<file path="config.mk">
export PLATFORM = sky130hd
export DESIGN_NAME = gcd_ctrl
export DESIGN_NICKNAME = d
export VERILOG_FILES = /design/src/rtl/gcd_ctrl_pkg.sv /design/src/rtl/gcd_iter_cnt.sv /design/src/rtl/gcd_ctrl.sv
export SDC_FILE = /design/constraint.sdc
export NUM_CORES = 1
export LEC_CHECK = 0
export CAP_MARGIN = 40
export CORE_UTILIZATION = 48
export CTS_BUF_LIST = sky130_fd_sc_hd__clkbuf_8
export DETAILED_ROUTE_END_ITERATION = 6
export PLACE_DENSITY = 0.85
export SYNTH_ARGS = -nofsm -noshare
export SYNTH_HDL_FRONTEND = slang
export SYNTH_HIERARCHICAL = 1
export SYNTH_SLANG_ARGS = --single-unit
</file>
<file path="constraint.sdc">
create_clock -name clk -period 2.64 [get_ports clk]
set_clock_uncertainty 0.1 [all_clocks]
set_input_delay 0.792 -clock clk [delete_from_list [all_inputs] [get_ports clk]]
set_output_delay 0.792 -clock clk [all_outputs]
set_load 0.05 [all_outputs]
</file>
<file path="src/rtl/gcd_ctrl_pkg.sv">
// Shared definitions for the GCD control path: FSM state encoding
// and the mux-select values driven onto the datapath.
package gcd_ctrl_pkg;

    typedef enum logic [2:0] {
        S_IDLE   = 3'd0,
        S_LOAD_A = 3'd1,
        S_LOAD_B = 3'd2,
        S_CMP    = 3'd3,
        S_SUB_A  = 3'd4,
        S_SUB_B  = 3'd5,
        S_DONE   = 3'd6,
        S_ERR    = 3'd7
    } state_t;

    localparam logic SUB_A_MINUS_B = 1'b0;
    localparam logic SUB_B_MINUS_A = 1'b1;
    localparam logic IN_SEL_BUS    = 1'b1;
    localparam logic IN_SEL_SUB    = 1'b0;

    // Moore control word for one FSM state.
    typedef struct packed {
        logic ld_a;
        logic ld_b;
        logic in_sel;
        logic sub_sel;
        logic busy;
        logic done;
        logic err;
    } ctrl_t;

    function automatic ctrl_t decode(state_t s);
        ctrl_t c;
        c = '0;
        unique case (s)
            S_IDLE: ;
            S_LOAD_A: begin
                c.ld_a   = 1'b1;
                c.in_sel = IN_SEL_BUS;
                c.busy   = 1'b1;
            end
            S_LOAD_B: begin
                c.ld_b   = 1'b1;
                c.in_sel = IN_SEL_BUS;
                c.busy   = 1'b1;
            end
            S_CMP: c.busy = 1'b1;
            S_SUB_A: begin
                c.ld_a    = 1'b1;
                c.in_sel  = IN_SEL_SUB;
                c.sub_sel = SUB_A_MINUS_B;
                c.busy    = 1'b1;
            end
            S_SUB_B: begin
                c.ld_b    = 1'b1;
                c.in_sel  = IN_SEL_SUB;
                c.sub_sel = SUB_B_MINUS_A;
                c.busy    = 1'b1;
            end
            S_DONE: c.done = 1'b1;
            S_ERR:  c.err  = 1'b1;
        endcase
        return c;
    endfunction

endpackage

</file>
<file path="src/rtl/gcd_iter_cnt.sv">
// Subtraction counter for the GCD control path.
// Ports: clk, rst_n (sync, active low), clr, inc, count, last
// (last = the increment now in progress reaches MAX_ITER).
module gcd_iter_cnt #(
    parameter int          CNT_W    = 16,
    parameter int unsigned MAX_ITER = 16'hFFFF
) (
    input  logic             clk,
    input  logic             rst_n,
    input  logic             clr,
    input  logic             inc,
    output logic [CNT_W-1:0] count,
    output logic             last
);

    localparam logic [CNT_W-1:0] LAST_VAL = CNT_W'(MAX_ITER - 1);

    logic [CNT_W-1:0] cnt;

    always_ff @(posedge clk) begin
        if (!rst_n) begin
            cnt <= '0;
        end else if (clr) begin
            cnt <= '0;
        end else if (inc) begin
            cnt <= cnt + CNT_W'(1);
        end
    end

    // Limit is known one count early so the FSM can leave SUB_* for ERR
    // on the same edge that performs the final increment.
    assign last  = (cnt == LAST_VAL);
    assign count = cnt;

endmodule

</file>
<file path="src/rtl/gcd_ctrl.sv">
// Control FSM for the subtract-and-compare GCD datapath.
// Ports: clk, rst_n, start, abort, done_ack, lt/gt/eq in; ld_a, ld_b,
// in_sel, sub_sel, busy, done, err, iter_count out (all Moore).
module gcd_ctrl
    import gcd_ctrl_pkg::*;
#(
    parameter int          CNT_W    = 16,
    parameter int unsigned MAX_ITER = 16'hFFFF
) (
    input  logic             clk,
    input  logic             rst_n,
    input  logic             start,
    input  logic             abort,
    input  logic             done_ack,
    input  logic             lt,
    input  logic             gt,
    input  logic             eq,
    output logic             ld_a,
    output logic             ld_b,
    output logic             in_sel,
    output logic             sub_sel,
    output logic             busy,
    output logic             done,
    output logic             err,
    output logic [CNT_W-1:0] iter_count
);

    state_t state;
    state_t nxt;
    logic   cnt_clr;
    logic   cnt_inc;
    logic   cnt_last;
    ctrl_t  ctrl;

    // Abort freezes the count at whatever it held.
    assign cnt_clr = (state == S_LOAD_A) && !abort;
    assign cnt_inc = ((state == S_SUB_A) || (state == S_SUB_B)) && !abort;

    gcd_iter_cnt #(
        .CNT_W    (CNT_W),
        .MAX_ITER (MAX_ITER)
    ) u_iter_cnt (
        .clk   (clk),
        .rst_n (rst_n),
        .clr   (cnt_clr),
        .inc   (cnt_inc),
        .count (iter_count),
        .last  (cnt_last)
    );

    always_ff @(posedge clk) begin
        if (!rst_n) begin
            state <= S_IDLE;
        end else begin
            state <= nxt;
        end
    end

    always_comb begin
        nxt = state;
        if (abort) begin
            nxt = S_IDLE;
        end else begin
            unique case (state)
                S_IDLE:   if (start) nxt = S_LOAD_A;
                S_LOAD_A: nxt = S_LOAD_B;
                S_LOAD_B: nxt = S_CMP;
                S_CMP: begin
                    // eq dominates; no flag at all keeps comparing.
                    if (eq) begin
                        nxt = S_DONE;
                    end else if (gt) begin
                        nxt = S_SUB_A;
                    end else if (lt) begin
                        nxt = S_SUB_B;
                    end
                end
                S_SUB_A,
                S_SUB_B:  nxt = cnt_last ? S_ERR : S_CMP;
                S_DONE,
                S_ERR:    if (done_ack) nxt = S_IDLE;
            endcase
        end
    end

    always_comb begin
        ctrl    = decode(state);
        ld_a    = ctrl.ld_a;
        ld_b    = ctrl.ld_b;
        in_sel  = ctrl.in_sel;
        sub_sel = ctrl.sub_sel;
        busy    = ctrl.busy;
        done    = ctrl.done;
        err     = ctrl.err;
    end

endmodule

</file>
==> reports/qor.csv, run 1 <==
stage,metric,value,unit
run_status,status,completed,
timing,slew-limit-headroom,66.1,%
global_route,grt_usage,19.9,%
placement,port_buffers,30,
detailed_routing,vias_per_cell,5.59,
floorplanning,start_util,52.3,%
yosys,ys_warn_count,6,
timing,finalMaxSlewViolations,0,
timing,max_freq,403,MHz
worst_hold_path,holdPathStages,2,
power,powerDensity,376,mW/mm2
final_layout,nets,171,
final_layout,drive_gt1_share,11.9,%
detailed_routing,vias,1045,
global_route,antenna_found_initial,0,
final_layout,syn_to_final_growth,33.1,%
timing,worst_pin_slew,0.507,ns
yosys,synthFlopType,dfxtp_1,
yosys,syn_area,0.00106,mm2
power,peakVddDrop,0.223,mV
critical_path,slowest_delay,0.86,ns
critical_path,cp-end-kind,output pin,
floorplanning,rows,16,
clock_network,clk_pin_slew_worst_paths,0.06,ns
yosys,synth_seq_cells,19,
critical_path,start_kind,register,
critical_path,path_depth,1,
global_route,grt_pass1_vias,907,
final_layout,num_antenna_cells,0,
timing,rsz0062_at_grt,false,
floorplanning,pin_count,31,
critical_path,required,1.75,ns
critical_path,crit_type,register to output pin,
final_layout,final_common_cell,clkdlybuf4s50_1,
placement,hpwl,1730,um
yosys,synth.largest_area_cell,dfxtp_1,
run,max_cap_violations,0,
yosys,yosysSeqAreaShare,36.0,%
clock_network,htree_levels,1,
final_layout,n_fill_cell,187,
clock_network,cts_resized,0,
clock_network,cts.sinks,19,
floorplanning,coreArea,0.00202,mm2
global_route,grt_pass1_wl,3720,um
clock_network,root_buffer,clkbuf_8,
clock_network,cts_buffers,3,
power,power.leakage,0.481,nW
worst_hold_path,hp-class,register to register,
timing,final.setup.tns,0,ns
yosys,synth_area_leaders,"dfxtp_1 (36%), nand2_1 (5.3%), a21oi_1 (4.7%)",
detailed_routing,antenna_left,0,
yosys,synth_cell_types,36,
global_route,grt_max_degree,16,
clock_network,clk_latency,0.25,ns
clock_network,cts_max_path_buffers,2,
detailed_routing,firstDrtPassIters,4,
critical_path,cp_num_buf_inv,1,
global_route,overflow,0,
critical_path,slowest_stage,clkdlybuf4s50_1,
floorplanning,die_x,48.9,um
detailed_routing,wl_per_cell,12.3,um
critical_path,cp_cell_sequence,clkdlybuf4s50_1,
final_layout,seqCellArea,380,um2
timing,hold_ws,0.394,ns
placement,gp_congestion,0.760,
yosys,synth_edf_count,0,
clock_network,cts_tree,built,
timing,setup_violations,0,
clock_network,cts_hold_buf,0,
yosys,syn-num-nets,141,
floorplanning,die_h,48.9,um
timing,fin_crit,2.48,ns
yosys,synthCells,131,
critical_path,crit_family,buffers and inverters,
yosys,syn-mean-instance-area,8.07,um2
critical_path,reg2reg_depth,5,
timing,post-route-period-util,94.0,%
critical_path,crit_arrival,1.59,ns
clock_network,cts_setup_buffers,0,
floorplanning,die-area,0.00239,mm2
timing,hold_violations,0,
yosys,yosysTopAreaCellShare,36.0,%
final_layout,final_cell_mix,"clkdlybuf4s50_1 (23), dfxtp_1 (19), nand2_1 (15)",
yosys,async_flop_share,0,%
detailed_routing,drc,0,
critical_path,path_max_fanout,7,
detailed_routing,routed_wl,2290,um
detailed_routing,drt_iter0_drc,13,
final_layout,multiInputGateArea,628,um2
==> stage by stage <==
step / power (mW) / std cells / util (%) / instance area (um2) / setup WS [ns]
CTS: 0.536 / 187 / 69.6 / 1410 / 0.147
global route: 0.554 / 187 / 69.6 / 1410 / 0.105
global placement: 0.344 / 183 / 67.4 / 1360 / 0.0767
detailed placement: 0.345 / 183 / 67.4 / 1360 / 0.0000646
floorplan: 0.325 / 131 / - / 1060 / 0.242
finish: 0.530 / 187 / 69.6 / 1410 / 0.159
==> final timing paths <==
check,start,to,slack [ns]
max,u_iter_cnt/count[7]$_SDFFE_PP0P_,iter_count[7],0.16
min,u_iter_cnt/count[15]$_SDFFE_PP0P_,u_iter_cnt/count[15]$_SDFFE_PP0P_,0.39
max reg2reg,state[2]$_SDFFE_PP0P_,u_iter_cnt/count[11]$_SDFFE_PP0P_,0.58
min reg2reg,u_iter_cnt/count[15]$_SDFFE_PP0P_,u_iter_cnt/count[15]$_SDFFE_PP0P_,0.39
==> kinds of logic after synthesis <==
group           share of synthesized area (%)
xor+xnor                                 3.31
simple gates                             34.9
mux                                      3.79
fa+ha+maj                                2.37
flops                                    36.0
compound gates                           15.0
buf+inv                                  4.61
==> registers in the layout, indices dropped and copies added, names as in the netlist <==
name,count
u_iter_cnt/count,16
state,3
==> Yosys cell counts (all sizes together), types with 2 or more instances <==
master / n
nand2b: 6
xor2: 2
o31ai: 4
clkbuf: 3
a21oi: 10
or3: 3
xnor2: 2
ha: 2
o21ai: 6
or4: 5
nand2: 15
nand3: 5
dfxtp: 19
inv: 4
o21a: 2
or2: 2
nor2: 9
nor2b: 3
buf: 5
nand4: 5
nor4: 6
mux2i: 4
==> report_power, final <==
part	internal [mW]	leakage [nW]	total (mW)	switching (mW)
registers	0.288	0.153	0.290	0.00275
logic	0.0208	0.301	0.0478	0.0270
clock network	0.103	0.0269	0.192	0.0885
==> worst reg2reg max path: stages (launching register included) <==
cell,delay (ns)
dfxtp_1,0.60
nor3b_1,0.39
nand4_1,0.14
buf_4,0.20
or4_1,0.41
a21oi_1,0.15
==> routing by layer <==
metal / global-route usage, % / up-vias / wire [um]
li1: - / 527 / -
met2: 37.7 / 28 / 1230
met5: 0 / - / 0
met4: 8.82 / 0 / 14
met1: 21.3 / 488 / 970
met3: 3.12 / 2 / 75
==> layout make-up <==
cell class	count	share of cell area, %
repair buffers	33	21.7
clock buffers	3	2.93
clock inverters	1	0.267
inverters	4	1.07
multi-input cells	100	44.6
well taps	27	2.40
flip-flops and latches	19	27.0
(Power assumes the default switching activity.)
==> inputs of run 2 (changes only) <==
Settings changed: CORE_UTILIZATION 48 to 44, CTS_CLUSTER_SIZE set to 14, PLACE_DENSITY 0.85 to 0.82.
Clock period 2.64 ns to 2.2 ns, I/O delays scaled along.
==> run 2 against run 1 <==
  * Core utilization is 1.8 points lower
  * Setup slack lost 0.098 ns
  * Sequential share of layout area shrank 1.6 points
  * Register-to-register slack lost 0.21 ns
  * Largest cell class unchanged
==> reports/qor.csv, run 2 (same netlist as run 1, synthesis figures left out) <==
stage,metric,value,unit
detailed_routing,vias_per_cell,5.53,
global_route,grt_pass1_vias,983,
power,power.leakage,0.563,nW
power,powerDensity,429,mW/mm2
timing,slew-limit-headroom,61.7,%
detailed_routing,wl_per_cell,12.9,um
final_layout,final_cell_mix,"buf_4 (24), dfxtp_1 (17), nand2_1 (15)",
clock_network,cts_tree,built,
global_route,grt_max_degree,16,
floorplanning,rows,17,
final_layout,num_antenna_cells,0,
clock_network,cts_max_path_buffers,2,
critical_path,crit_start,state[1]$_SDFFE_PP0P_,
clock_network,cts.sinks,19,
timing,hold_violations,0,
timing,rsz0062_at_grt,false,
final_layout,largest_reg_flops,16,
detailed_routing,firstDrtPassIters,4,
global_route,overflow,0,
detailed_routing,vias,1068,
power,finalPower,649,uW
critical_path,crit_type,register to output pin,
final_layout,final_common_cell,buf_4,
final_layout,nets,176,
clock_network,cts_buffers,3,
floorplanning,die-area,0.00260,mm2
placement,port_buffers,30,
detailed_routing,drc,0,
final_layout,drive_gt1_share,27.3,%
critical_path,worstSetupEndpoint,busy,
critical_path,r2r_setup_slack,0.37,ns
floorplanning,start_util,47.3,%
timing,finalMaxSlewViolations,0,
floorplanning,die_h,51.0,um
floorplanning,die_x,51.0,um
critical_path,required,1.44,ns
final_layout,syn_to_final_growth,43.2,%
detailed_routing,drt_iter0_drc,4,
clock_network,root_buffer,clkbuf_8,
detailed_routing,routed_wl,2490,um
timing,post-route-period-util,97.2,%
critical_path,start_kind,register,
global_route,antenna_found_initial,0,
placement,gp_congestion,0.737,
clock_network,clk_pin_slew_worst_paths,0.06,ns
critical_path,slowest_stage,or3_4,
global_route,grt_usage,20.6,%
run_status,status,completed,
run,max_cap_violations,0,
clock_network,clk_latency,0.25,ns
critical_path,crit_arrival,1.38,ns
critical_path,cp_cell_sequence,or3_4 -> and2_1 -> buf_4,
critical_path,reg2reg_depth,7,
power,peakVddDrop,0.282,mV
clock_network,cts_hold_buf,0,
critical_path,r2r-start,state[2]$_SDFFE_PP0P_,
timing,max_freq,468,MHz
critical_path,slowest_delay,0.40,ns
floorplanning,coreArea,0.00223,mm2
critical_path,regToRegEndpoint,u_iter_cnt/count[9]$_SDFFE_PP0P_,
placement,hpwl,1870,um
clock_network,cts_setup_buffers,0,
timing,fin_crit,2.14,ns
global_route,grt_pass1_wl,4090,um
floorplanning,pin_count,31,
timing,worst_pin_slew,0.573,ns
critical_path,path_max_fanout,10,
worst_hold_path,hp-class,register to register,
timing,setup_violations,0,
detailed_routing,antenna_left,0,
timing,final.setup.tns,0,ns
critical_path,cp-end-kind,output pin,
worst_hold_path,holdPathStages,2,
clock_network,htree_levels,1,
==> run 2: cell count changes in the layout (fill, tap and decap cells not counted), sizes merged <==
cell	delta
buf	+21
clkdlybuf4s50	-16
==> run 2: how the worst min path moves through the flow <==
stage,start,end,slack (ns)
2_1_floorplan,state[2]$_SDFFE_PP0P_,state[1]$_SDFFE_PP0P_,0.50
6_report,u_iter_cnt/count[14]$_SDFFE_PP0P_,u_iter_cnt/count[14]$_SDFFE_PP0P_,0.40
3_3_place_gp,u_iter_cnt/count[14]$_SDFFE_PP0P_,u_iter_cnt/count[14]$_SDFFE_PP0P_,0.38
5_1_grt,u_iter_cnt/count[14]$_SDFFE_PP0P_,u_iter_cnt/count[14]$_SDFFE_PP0P_,0.44
3_5_place_dp,u_iter_cnt/count[13]$_SDFFE_PP0P_,u_iter_cnt/count[13]$_SDFFE_PP0P_,0.40
4_1_cts,u_iter_cnt/count[13]$_SDFFE_PP0P_,u_iter_cnt/count[13]$_SDFFE_PP0P_,0.41
==> run 2: what timing repair did <==
item | 4_1_cts | 5_1_grt
setup endpoints to repair | 1 | 9
resized for setup | 1 | 5
cloned | 0 | 0
endpoints found under the hold margin | 0 | 0
==> run 2: report_power, final <==
group / internal [mW] / switching, mW / leakage [nW]
Sequential: 0.344 / 0.00346 / 0.154
Clock: 0.124 / 0.106 / 0.0269
Combinational: 0.0364 / 0.0353 / 0.382
==> run 2: metrics by stage <==
step           area [um2]  worst slack (ns)  hold WS (ns)  util, %  instances
6_report             1510            0.0611         0.402     67.8        193
5_1_grt              1510          0.000905         0.437     67.8        193
4_1_cts              1500           0.00111         0.409     66.9        193
3_5_place_dp         1450            -0.246         0.398     64.9        189
3_3_place_gp         1450            -0.151         0.377     64.9        189
2_1_floorplan        1060           -0.0659         0.499        -        131
==> run 2: critical path: cells and delay by family, from the launching register on <==
kind | cells | cell delay, ns
buf+inv | 1 | 0.18
simple gates | 2 | 0.57
flops | 1 | 0.38
==> run 2: routing by layer <==
layer / up-vias / GRT usage [%] / part of all wire, %
met4: 0 / 10.2 / 0.76
met1: 506 / 23.4 / 43
li1: 535 / - / -
met2: 25 / 37.3 / 52
met3: 2 / 2.68 / 3.9
met5: - / 0 / 0
==> run 2: final cells by class <==
class,count,area [um2]
Timing Repair Buffer,38,390
Fill cell,188,719
Tap cell,28,35.0
Multi-Input combinational cell,100,643
Inverter,4,15.0
Clock inverter,1,3.75
Clock buffer,3,41.3
Sequential cell,19,385
